[src/rtl/wb_grf_commit.sv]
// Writeback stage: selects the W-stage result, commits it to the 32x32 GRF,
// serves two bypassed D-stage read ports and records commits in a trace FIFO.
module wb_grf_commit #(
  parameter int TRACE_DEPTH = 4,
  parameter bit ZERO_TRACE  = 1'b0
) (
  input  logic        clk,
  input  logic        reset,
  input  logic [31:0] W_pc,
  input  logic [4:0]  W_writeReg,
  input  logic        W_regWrite,
  input  logic [2:0]  W_wdSel,
  input  logic [31:0] W_aluResult,
  input  logic [31:0] W_memData,
  input  logic [31:0] W_valueMDwrite,
  input  logic [31:0] W_cp0Out,
  input  logic [4:0]  rs_addr,
  input  logic [4:0]  rt_addr,
  output logic [31:0] rs_data,
  output logic [31:0] rt_data,
  output logic [31:0] W_wd,
  output logic        trace_valid,
  input  logic        trace_ready,
  output logic [31:0] trace_pc,
  output logic [4:0]  trace_reg,
  output logic [31:0] trace_data,
  output logic        trace_overflow,
  output logic [31:0] retire_count
);

  localparam int AW = (TRACE_DEPTH > 1) ? $clog2(TRACE_DEPTH) : 1;
  localparam logic [AW:0] DEPTH_C = (AW+1)'(TRACE_DEPTH);
  localparam logic [AW-1:0] PTR_ONE = AW'(1'b1);
  localparam logic [AW:0] CNT_ONE = (AW+1)'(1'b1);

  logic [31:0][31:0]            grf_r;
  logic [TRACE_DEPTH-1:0][31:0] pc_mem_r;
  logic [TRACE_DEPTH-1:0][4:0]  reg_mem_r;
  logic [TRACE_DEPTH-1:0][31:0] data_mem_r;
  logic [AW-1:0]                wr_ptr_r;
  logic [AW-1:0]                rd_ptr_r;
  logic [AW:0]                  count_r;
  logic                         overflow_r;
  logic [31:0]                  retire_r;

  logic [31:0] wd_s;
  logic        commit_s;
  logic        event_s;
  logic        full_s;
  logic        pop_s;
  logic        push_s;
  logic        drop_s;

  // Write-back value selection; unused selector codes yield zero.
  always_comb begin
    wd_s = 32'd0;
    case (W_wdSel)
      3'd0:    wd_s = W_aluResult;
      3'd1:    wd_s = W_memData;
      3'd2:    wd_s = W_pc + 32'd8;
      3'd3:    wd_s = W_valueMDwrite;
      3'd4:    wd_s = W_cp0Out;
      default: wd_s = 32'd0;
    endcase
  end

  assign commit_s = W_regWrite & (W_writeReg != 5'd0);
  assign event_s  = W_regWrite & ((W_writeReg != 5'd0) | ZERO_TRACE);
  assign full_s   = (count_r == DEPTH_C);
  assign pop_s    = (count_r != {(AW+1){1'b0}}) & trace_ready;
  assign push_s   = event_s & (~full_s | pop_s);
  assign drop_s   = event_s & full_s & ~pop_s;

  // Read ports: $0 is hardwired zero, a same-cycle commit bypasses the array.
  always_comb begin
    rs_data = 32'd0;
    rt_data = 32'd0;
    if (rs_addr == 5'd0) begin
      rs_data = 32'd0;
    end else if (commit_s && (rs_addr == W_writeReg)) begin
      rs_data = wd_s;
    end else begin
      rs_data = grf_r[rs_addr];
    end
    if (rt_addr == 5'd0) begin
      rt_data = 32'd0;
    end else if (commit_s && (rt_addr == W_writeReg)) begin
      rt_data = wd_s;
    end else begin
      rt_data = grf_r[rt_addr];
    end
  end

  // GRF commit; $0 is never stored because commit excludes it.
  always_ff @(posedge clk or negedge reset) begin
    if (!reset) begin
      grf_r <= '0;
    end else if (commit_s) begin
      grf_r[W_writeReg] <= wd_s;
    end
  end

  // Trace storage: payload only, validity is tracked by the occupancy count.
  always_ff @(posedge clk) begin
    if (push_s && reset) begin
      pc_mem_r[wr_ptr_r]   <= W_pc;
      reg_mem_r[wr_ptr_r]  <= W_writeReg;
      data_mem_r[wr_ptr_r] <= wd_s;
    end
  end

  // Trace pointers, occupancy, sticky overflow and retire counter.
  always_ff @(posedge clk or negedge reset) begin
    if (!reset) begin
      wr_ptr_r   <= {AW{1'b0}};
      rd_ptr_r   <= {AW{1'b0}};
      count_r    <= {(AW+1){1'b0}};
      overflow_r <= 1'b0;
      retire_r   <= 32'd0;
    end else begin
      if (push_s) wr_ptr_r <= wr_ptr_r + PTR_ONE;
      if (pop_s)  rd_ptr_r <= rd_ptr_r + PTR_ONE;
      case ({push_s, pop_s})
        2'b10:   count_r <= count_r + CNT_ONE;
        2'b01:   count_r <= count_r - CNT_ONE;
        default: count_r <= count_r;
      endcase
      if (drop_s)   overflow_r <= 1'b1;
      if (commit_s) retire_r   <= retire_r + 32'd1;
    end
  end

  assign W_wd           = wd_s;
  assign trace_valid    = (count_r != {(AW+1){1'b0}});
  assign trace_pc       = pc_mem_r[rd_ptr_r];
  assign trace_reg      = reg_mem_r[rd_ptr_r];
  assign trace_data     = data_mem_r[rd_ptr_r];
  assign trace_overflow = overflow_r;
  assign retire_count   = retire_r;

endmodule

[config.mk]
export PLATFORM = sky130hd
export DESIGN_NAME = wb_grf_commit
export DESIGN_NICKNAME = d
export VERILOG_FILES = /design/src/rtl/wb_grf_commit.sv
export SDC_FILE = /design/constraint.sdc
export NUM_CORES = 2
export LEC_CHECK = 0
export CORE_MARGIN = 8
export CORE_UTILIZATION = 60
export DETAILED_ROUTE_END_ITERATION = 10
export DONT_BUFFER_PORTS = 1
export PLACE_DENSITY = 0.72
export SLEW_MARGIN = 20
export SYNTH_ARGS = -nofsm -noshare
export SYNTH_HDL_FRONTEND = slang
export SYNTH_SLANG_ARGS = --single-unit
[constraint.sdc]
create_clock -name clk -period 4.3 [get_ports clk]
set_input_delay 0.86 -clock clk [delete_from_list [all_inputs] [get_ports clk]]
set_output_delay 0.86 -clock clk [all_outputs]
set_load 0.01 [all_outputs]
==> results.tsv <==
metric	value	unit
run status	finished, violations left	
failing checks	slew limit, setup timing	
Initial Utilization	60.6	%
maximum single-stage delay on the critical path	1.04	ns
crit-path cells	mux4_2 > mux2i_1 > o22ai_1 > buf_4 > nor3_4 > a211oi_1 > buf_4	
Critical Setup Path Class	primary input to output port	
Post-synth EDFFs	276	
clock input transition at the sequential cells of the worst setup and hold paths	0.06	ns
first-iteration detailed-routing DRC count	6030	
post-synthesis cell type count	64	
H-tree level count	4	
Final #Nets	5816	
cell with the most instances after synthesis	dfrtp_1	
number of antenna violations at the first check in global routing	15	
net count after synthesis	6023	
Die Ht	350	µm
main area contributors after synthesis	dfrtp_1, mux4_2, edfxtp_1, mux2i_1, a21oi_1	
total power density per cell area	512	nW/µm²
final worst path period need	4.84	ns
number of clock sinks	1340	
number of global-route vias before repair	49600	
die outline width	350	µm
post-route clock period utilization	113	%
setup TNS	-3.83	ns
share of the synthesized area in the top cell type	39.7	%
Register Area	34900	µm²
Total GRT Usage	35.9	%
share of cells above drive strength 1	17.2	%
reg-to-reg startpoint	count_r[2]	
final-report hold violation count	0	
crit path launch	rs_addr[0]	
final setup violation count	14	
Syn-to-layout area delta	10.2	%
total buffers and inverters traversed by the critical path	2	
total of fill cells in the finished design	8090	
gpl congestion	0.925	
routed wire length per instance	30.7	µm
number of synthesis warnings	0	
WP depth	7	
share of flip-flops with an asynchronous set or reset	79.4	%
count of boundary I/O pins	381	
Std-Cell Rows	122	
data required time of the critical path	3.44	ns
die area	123000	µm²
count of buffers inserted at the top-level ports	0	
depth of the most critical reg-to-reg path	4	
insertion delay of the later-clocked pin in the worst-skew pair	0.77	ns
CTS Root Buffer Type	clkbuf_16	
Worst Slack Setup Final	-0.540	ns
cell types with the highest counts after synthesis	dfrtp_1, nor2_1, nand2_1, a21oi_1, mux2i_1	
Setup crit start kind	primary input	
max frequency	207	MHz
synthesized netlist cell count	5833	
mean instance size in the synthesized netlist	11.5	µm²
TritonCTS clock tree	built	
setup slack, reg-to-reg	1.71	ns
Crit path max-delay family	multiplexers	
Floorplan Core Area	111000	µm²
Static Leak	30.7	nW
Worst Setup End Kind	output port	
unrepaired setup endpoints after global routing	false	
Via Count	49700	
most used cell along the critical path	buf_4	
critical path data arrival time	3.98	ns
maximum number of pins on one net before global-route repair	353	
final standard cell area without fillers	74000	µm²
actual slew at the worst max-slew pin	1.71	ns
maximum number of buffers from clock root to sink	3	
overflow left after global routing	0	
Switch Pwr	11.2	mW
Layout Skew	0.0105	ns
maximum vdd ir drop	0.000438	V
Pre-Repair DR Iteration Count	6	
flop and latch count out of synthesis	1340	
combinational share of power	21.3	%
Worst Hold Class	primary input to async pin	
Post-Place Cell Area	69000	µm²
multi-input gate area in the final layout	30000	µm²
fraction of power consumed by the clock network	33.7	%
critical path fanouts, max	352	
wire length after detailed routing	222000	µm
capture point of the worst path	rs_data[22]	
half-perimeter wire length of the detailed placement result	129000	µm
net switching fraction of the power	29.7	%
DRC	0	
Synth Cell Area	67100	µm²
number of nets still failing antenna checks after routing	0	
count of max-cap constraint violations	0	
sequential cell fraction of total power	45.0	%
capture instance of the worst register-to-register path	reg_mem_r[11]	
Slowest cell on crit path	mux4_2	
final-report max-slew violation count	90	
sequential element share of the synthesized area	52.0	%
Via density	6.87	
total CTS buffers	144	
worst relative slew slack	-14.3	%
global-route wire length before repair	328000	µm
cell type with the highest aggregate area in the netlist	dfrtp_1	
Int Power	26.6	mW
predominant post-synthesis flop cell	dfrtp_1	
-- state kept, by name, indices dropped and copies added (netlist names) --
signal and flops:
grf_r 1024, data_mem_r 128, pc_mem_r 128, retire_count 32, reg_mem_r 20, count_r 3, rd_ptr_r 2, wr_ptr_r 2
trace_overflow 1
-- stage by stage --
stage	power (mW)	setup WS, ns	hold slack, ns	cells	util, %
final	37.9	-0.540	0.0328	7243	66.7
after global routing	39.4	0.00141	0.0783	7240	66.7
after CTS	37.8	0.0331	0.0712	7228	66.7
after detailed placement	25.2	0.0631	0.384	6967	62.3
after global placement	24.6	0.0821	0.376	6961	62.1
after floorplan	22.7	0.503	0.441	5833	-
-- worst min path at each step --
stage,cells past startpoint,to,slack [ns]
after global placement,0,grf_r[26],0.38
after global routing,1,grf_r[933],0.08
after floorplan,1,grf_r[11],0.44
after CTS,1,grf_r[933],0.07
after detailed placement,0,grf_r[26],0.38
final,1,grf_r[933],0.03
-- area by class of cell --
type	instances	share of cell area (%)
flip-flops and latches	1340	47.2
multi-input cells	3863	40.5
clock buffers	195	5.51
repair buffers	227	2.92
well taps	1488	2.52
clock inverters	66	1.02
inverters	50	0.254
diodes	14	0.0474
-- power by group through the flow --
stage	combinational (mW)	sequential, mW	clock (mW)
after floorplan	6.15	16.5	0
after global placement	7.53	17.1	0
after global routing	8.72	17.3	13.4
final	8.06	17.0	12.8
after CTS	8.00	17.0	12.8
after detailed placement	7.94	17.2	0
-- kinds of logic (layout without fill, tap and decap cells) --
kind of cell / Yosys count / count (layout) / share of synthesized area (%)
buf+inv: 630 / 538 / 4.33
xor+xnor: 73 / 73 / 0.952
simple gates: 1447 / 1447 / 8.96
flops: 1340 / 1340 / 52.0
other cells: 0 / 14 / 0
fa+ha+maj: 8 / 8 / 0.160
mux: 883 / 883 / 21.3
compound gates: 1452 / 1452 / 12.3
-- what timing repair did --
item | 4_1_cts | 5_1_grt
buffers inserted | 0 | 0
setup endpoints to repair | 0 | 4
resized for setup | 0 | 5
hold buffers | 0 | 0
endpoints found under the hold margin | 0 | 0
-- metal layers --
| metal | vias up | GRT usage [%] | part of all wire, % |
|---|---|---|---|
| li1 | 21000 | - | - |
| met1 | 25000 | 45.2 | 36 |
| met2 | 2986 | 55.4 | 46 |
| met3 | 691 | 12.5 | 13 |
| met4 | 2 | 18.5 | 5.9 |
| met5 | - | 0 | 0.0041 |
-- placed cells by master, fill, tap and decap left out, drive strengths merged, types with 5 or more instances in the layout --
cell type  count
a221oi        28
xnor2         47
inv           60
diode         14
a21oi        566
a31oi          6
a211oi        83
o211ai        14
nand2        581
buf          227
nand2b         6
and3          24
nor4          35
mux2i        446
nand3         64
a22o           5
nor3          50
nor2b         19
and4           8
mux4         434
and2          14
edfxtp       276
o22ai         34
ha             7
bufinv        13
nor2         608
a22oi        172
dfrtp       1064
xor2          26
nand4         20
clkbuf       195
clkinv        39
o21ai        524
Note: power is estimated with default switching activity, not from simulation.
